## src/rtl/p_dec_2x4_seq_pkg.sv

```systemverilog
// Shared types and decode constants for the buffered 2-to-4 decoder.
package p_dec_2x4_seq_pkg;

  localparam int ENTRY_W = 3;

  typedef struct packed {
    logic       v;
    logic [1:0] y;
  } entry_t;

  localparam logic [3:0] DEC_Y0   = 4'b1000;
  localparam logic [3:0] DEC_Y1   = 4'b0100;
  localparam logic [3:0] DEC_Y2   = 4'b0010;
  localparam logic [3:0] DEC_Y3   = 4'b0001;
  localparam logic [3:0] DEC_NONE = 4'b0000;

  function automatic logic [3:0] dec_onehot(input entry_t e);
    logic [3:0] d;
    d = DEC_NONE;
    if (e.v) begin
      case (e.y)
        2'b00:   d = DEC_Y0;
        2'b01:   d = DEC_Y1;
        2'b10:   d = DEC_Y2;
        default: d = DEC_Y3;
      endcase
    end
    return d;
  endfunction

endpackage

```

## src/rtl/p_dec_fifo.sv

```systemverilog
// Small ready/valid FIFO with wrapping pointers and an explicit occupancy count.
module p_dec_fifo #(
  parameter int DEPTH = 2,
  parameter int WIDTH = 3
) (
  input  logic             clk,
  input  logic             rst_n,
  input  logic             clr_i,
  input  logic             push_valid_i,
  output logic             push_ready_o,
  input  logic [WIDTH-1:0] push_data_i,
  output logic             pop_valid_o,
  input  logic             pop_ready_i,
  output logic [WIDTH-1:0] pop_data_o
);

  localparam int PTR_W = (DEPTH > 1) ? $clog2(DEPTH) : 1;
  localparam int OCC_W = $clog2(DEPTH + 1);
  localparam logic [PTR_W-1:0] LAST = PTR_W'(DEPTH - 1);
  localparam logic [OCC_W-1:0] FULL = OCC_W'(DEPTH);

  logic [WIDTH-1:0] mem [DEPTH];
  logic [PTR_W-1:0] wr_q, wr_d, rd_q, rd_d;
  logic [OCC_W-1:0] occ_q, occ_d;
  logic             push, pop;

  assign push_ready_o = (occ_q != FULL);
  assign pop_valid_o  = (occ_q != '0);
  assign pop_data_o   = mem[rd_q];

  // A flush wins over any same-cycle traffic.
  assign push = push_valid_i & push_ready_o & ~clr_i;
  assign pop  = pop_ready_i & pop_valid_o & ~clr_i;

  always_comb begin
    wr_d  = wr_q;
    rd_d  = rd_q;
    occ_d = occ_q;
    if (clr_i) begin
      wr_d  = '0;
      rd_d  = '0;
      occ_d = '0;
    end else begin
      if (push) wr_d = (wr_q == LAST) ? '0 : wr_q + 1'b1;
      if (pop)  rd_d = (rd_q == LAST) ? '0 : rd_q + 1'b1;
      case ({push, pop})
        2'b10:   occ_d = occ_q + 1'b1;
        2'b01:   occ_d = occ_q - 1'b1;
        default: occ_d = occ_q;
      endcase
    end
  end

  always_ff @(posedge clk or negedge rst_n) begin
    if (!rst_n) begin
      wr_q  <= '0;
      rd_q  <= '0;
      occ_q <= '0;
    end else begin
      wr_q  <= wr_d;
      rd_q  <= rd_d;
      occ_q <= occ_d;
    end
  end

  always_ff @(posedge clk) begin
    if (push) mem[wr_q] <= push_data_i;
  end

endmodule

```

## src/rtl/p_dec_2x4_seq.sv

```systemverilog
// Buffered 2-to-4 decoder: queues priority-encoder codes, decodes the head, counts valid codes.
module p_dec_2x4_seq
  import p_dec_2x4_seq_pkg::*;
#(
  parameter int DEPTH = 2,
  parameter int CNT_W = 8
) (
  input  logic             clk,
  input  logic             rst_n,
  input  logic             clr,
  input  logic             in_valid,
  output logic             in_ready,
  input  logic             in_v,
  input  logic [1:0]       in_y,
  output logic             out_valid,
  input  logic             out_ready,
  output logic [3:0]       out_d,
  output logic             out_none,
  output logic [CNT_W-1:0] evt_cnt
);

  localparam logic [CNT_W-1:0] CNT_MAX = '1;

  entry_t             wr_e, head_e;
  logic [ENTRY_W-1:0] head_raw;
  logic [CNT_W-1:0]   evt_cnt_q, evt_cnt_d;
  logic               accept;

  assign wr_e = '{v: in_v, y: in_y};

  p_dec_fifo #(
    .DEPTH(DEPTH),
    .WIDTH(ENTRY_W)
  ) u_fifo (
    .clk         (clk),
    .rst_n       (rst_n),
    .clr_i       (clr),
    .push_valid_i(in_valid),
    .push_ready_o(in_ready),
    .push_data_i (wr_e),
    .pop_valid_o (out_valid),
    .pop_ready_i (out_ready),
    .pop_data_o  (head_raw)
  );

  assign head_e   = entry_t'(head_raw);
  assign out_d    = out_valid ? dec_onehot(head_e) : DEC_NONE;
  assign out_none = out_valid & ~head_e.v;

  assign accept = in_valid & in_ready;

  always_comb begin
    evt_cnt_d = evt_cnt_q;
    if (clr)                                          evt_cnt_d = '0;
    else if (accept && in_v && evt_cnt_q != CNT_MAX)  evt_cnt_d = evt_cnt_q + 1'b1;
  end

  always_ff @(posedge clk or negedge rst_n) begin
    if (!rst_n) evt_cnt_q <= '0;
    else        evt_cnt_q <= evt_cnt_d;
  end

  assign evt_cnt = evt_cnt_q;

endmodule

```

## config.mk

```make
export PLATFORM = sky130hd
export DESIGN_NAME = p_dec_2x4_seq
export DESIGN_NICKNAME = d
export VERILOG_FILES = /design/src/rtl/p_dec_2x4_seq_pkg.sv /design/src/rtl/p_dec_fifo.sv /design/src/rtl/p_dec_2x4_seq.sv
export SDC_FILE = /design/constraint.sdc
export NUM_CORES = 1
export LEC_CHECK = 0
export ABC_AREA = 1
export CORE_MARGIN = 3
export CORE_UTILIZATION = 40
export DETAILED_ROUTE_END_ITERATION = 16
export PLACE_DENSITY = 0.65
export SLEW_MARGIN = 20
export SYNTH_ARGS = -nofsm -noshare
export SYNTH_HDL_FRONTEND = slang
export SYNTH_HIERARCHICAL = 1
export SYNTH_SLANG_ARGS = --single-unit
export TNS_END_PERCENT = 1
```

## constraint.sdc

```tcl
create_clock -name clk -period 1.69 [get_ports clk]
set_input_delay 0.507 -clock clk [delete_from_list [all_inputs] [get_ports clk]]
set_output_delay 0.507 -clock clk [all_outputs]
set_load 0.01 [all_outputs]
```

==> summary.md <==
| Metric | Value |
|---|---|
| Hold Crit Class | `in2async` |
| Register area share after synthesis | `0.435` |
| TritonCTS clock tree | `done` |
| I/O pin count | `23` |
| Violated checks | `negative setup slack` |
| Total wire length | `2540 um` |
| # hold bufs at CTS | `0` |
| Synth Area in Adders | `0.0113` |
| Initial DRC count | `26` |
| Netlist Area Pre-Place | `between 0.001 and 0.0015 mm2` |
| Area post-placement | `about 0.0015 mm2` |
| Place WS | `-0.380 ns` |
| Final hold slack | `0.498 ns` |
| Pleak | `around 0.81 nW` |
| RSZ-0062 raised after global routing | `true` |
| Fin util | `0.607` |
| Pins Over Slew Limit | `0` |
| Clock power share | `0.142` |
| Kind of critical path | `reg2out` |
| Port Buffers | `22` |
| CP Capture Type | `primary output` |
| Post-synthesis xor/xnor area fraction | `0` |
| Initial Util | `0.434` |
| Nets | `approximately 190` |
| Worst EP required | `about 1.2 ns` |
| Commonest non-fill, non-tap cell in the layout | `nand2_1` |
| Vias per inst | `4.88` |
| Count of final setup violators | `5` |
| # diodes | `0` |
| H-Tree Depth | `1` |
| Clock buffer depth | `2` |
| MaxCap Viol Count | `0` |
| Crit path DAT | `about 1.4 ns` |
| Synth Area in Compound Gates | `0.0544` |
| Endpoints failing hold | `0` |
| Die height | `58.5 um` |
| Syn Inst Count | `140` |
| Tightest Pin Transition | `0.304 ns` |
| TritonRoute pass-1 iters | `4` |
| Crit start category | `flip-flop` |
| Initial antenna violation count | `0` |
| Commonest non-fill, non-tap cells in the layout | `nand2_1, nand3_1, inv_1, buf_4, dfrtp_1` |
| Share of post-route cells with drive strength above 1 | `0.341` |
| PD cells | `994 mW/mm2` |
| Core area | `0.00254 mm2` |
| Die Width | `58.5 um` |
| FMAX | `between 500 and 600 MHz` |
| Status | `finished, violations left` |
| Combinational power share | `0.509` |
| Finished Cell Area | `roughly 0.0015 mm2` |
| Yosys reg bits | `18` |
| Clock Skew | `0.00837 ns` |
| Clock Latency Late Sink | `~0.29 ns` |
| Net Sw Frac | `0.400` |
| Tot Pwr | `1.53 mW` |
| Reg2reg path depth | `8` |
| Synth cell types | `22` |
| Worst slew margin | `0.797` |
| First-pass GRT wire length | `approximately 4200 um` |
| Antenna-violating nets left | `0` |
| FP Rows | `18` |
| Total placed cells including tap cells | `between 200 and 250` |
| Reg power frac | `0.349` |
| Die area | `between 0.003 and 0.004 mm2` |
| Num Clock Sinks | `18` |
| Psw | `slightly above 600 uW` |
| DRC viols | `0` |
| CTS Buf Count | `3` |
| CP max FO | `4` |
| Largest net degree at the start of global routing | `13` |
| GRT Overall Usage | `0.161` |
| Syn_nets | `about 150` |
| Multiplexer area fraction after synthesis | `0` |
| VDD IR-drop max | `around 0.8 mV` |
| HPWL Detailed | `between 1500 and 2000 um` |
| Tcrit/Tclk final | `1.15` |
| Post-Synth Simple-Gate Area | `0.401` |
| Int Pwr | `921 uW` |
| Post-DR wirelength/cell | `roughly 12 um` |
| TNS Setup | `-1.03 ns` |
| Largest family of logic cells by synthesized area | `simple AND/OR/NAND/NOR gates` |
| Clock-pin slew on the worst setup and hold paths | `roughly 0.11 ns` |
| Synth warnings | `6` |
| Setup slack after layout | `-0.253 ns` |
| GRT overflow | `0` |
| Crit path time final | `approximately 1.9 ns` |
| Vias in the first global route | `between 1k and 1.5k` |
| Fin cells | `~210` |
| R2r setup slk | `around 0.31 ns` |
| Routability Congestion | `around 0.80` |
| Syn Area/Cell | `7.88 um2` |
| Clock Root Buffer | `clkbuf_4` |
| Area Growth Syn to Fin | `39.9%` |
| Routed vias | `1035` |
## power groups by stage
| stage | clock, mW | sequential (mW) | combinational, mW |
|---|---|---|---|
| floorplan | 0 | 0.551 | 0.350 |
| global placement | 0 | 0.539 | 0.695 |
| detailed placement | 0 | 0.542 | 0.714 |
| CTS | 0.224 | 0.535 | 0.715 |
| global route | 0.247 | 0.541 | 0.859 |
| finish | 0.218 | 0.536 | 0.781 |
## path summary, 6_finish.rpt
check / from / to
max: u_fifo/rd_q / out_d[0]
min: rst_n / evt_cnt[7]
max reg2reg: u_fifo/occ_q[0] / u_fifo/mem[1][2]
min reg2reg: evt_cnt[4] / evt_cnt[4]
max in group asynchronous: rst_n / u_fifo/wr_q
min in group clk: evt_cnt[4] / evt_cnt[4]
## synth_stat cells
cell	count	area, um2
nand2_1	40	150
inv_1	20	75.1
nand3_1	18	90.1
dfrtp_1	12	300
nor2_1	9	33.8
edfxtp_1	6	180
nand2_2	5	31.3
nand2_4	4	45.0
nor4_1	4	25.0
o21bai_1	3	22.5
a21oi_1	2	10.0
a21oi_2	2	17.5
inv_2	2	7.51
nand3_2	2	20.0
nand4_1	2	12.5
nor2_2	2	12.5
nor2_4	2	22.5
bufinv_8	1	17.5
clkbuf_4	1	7.51
ha_1	1	12.5
o21ai_0	1	5.00
o21ai_1	1	5.00
## worst max-delay path, stage by stage (launching register included)
cell and delay [ns]:
dfrtp_1 0.42, inv_2 0.10, nand2_2 0.07, nand2_4 0.10, inv_4 0.05, nor4_2 0.25
buf_2 0.17
## what timing repair did
action | in CTS | in global routing
endpoints found under the setup margin | 15 | 7
cloned | 0 | 0
setup buffers | 1 | 1
pin swaps | 4 | 4
resized for setup | 48 | 13
## cell families (layout without fill, tap and decap cells)
family          after synthesis  after routing
simple gates                 88             88
fa+ha+maj                     1              1
compound gates                9              9
buf+inv                      24             66
flops                        18             18
## routing by layer
metal  vias to the layer above  GRT usage  routed length, um
li1                        533          -                  -
met1                       468      0.196               1130
met2                        25      0.273               1230
met3                         9     0.0351                102
met4                         0     0.0728                 79
met5                         -          0                  0
## cell type report
type / instances / area, um2
flip-flops and latches: 18 / 480
well taps: 30 / 37.5
inverters: 23 / 103
fillers: 228 / 1000
clock buffers: 3 / 22.5
multi-input cells: 98 / 591
clock inverters: 1 / 3.75
repair buffers: 39 / 307
## sequential cells by signal, summed over array words and instances (netlist names)
name          flops
u_fifo/mem        6
u_fifo/wr_q       1
u_fifo/rd_q       1
u_fifo/occ_q      2
evt_cnt           8
Note: power is estimated with default switching activity, not from simulation.
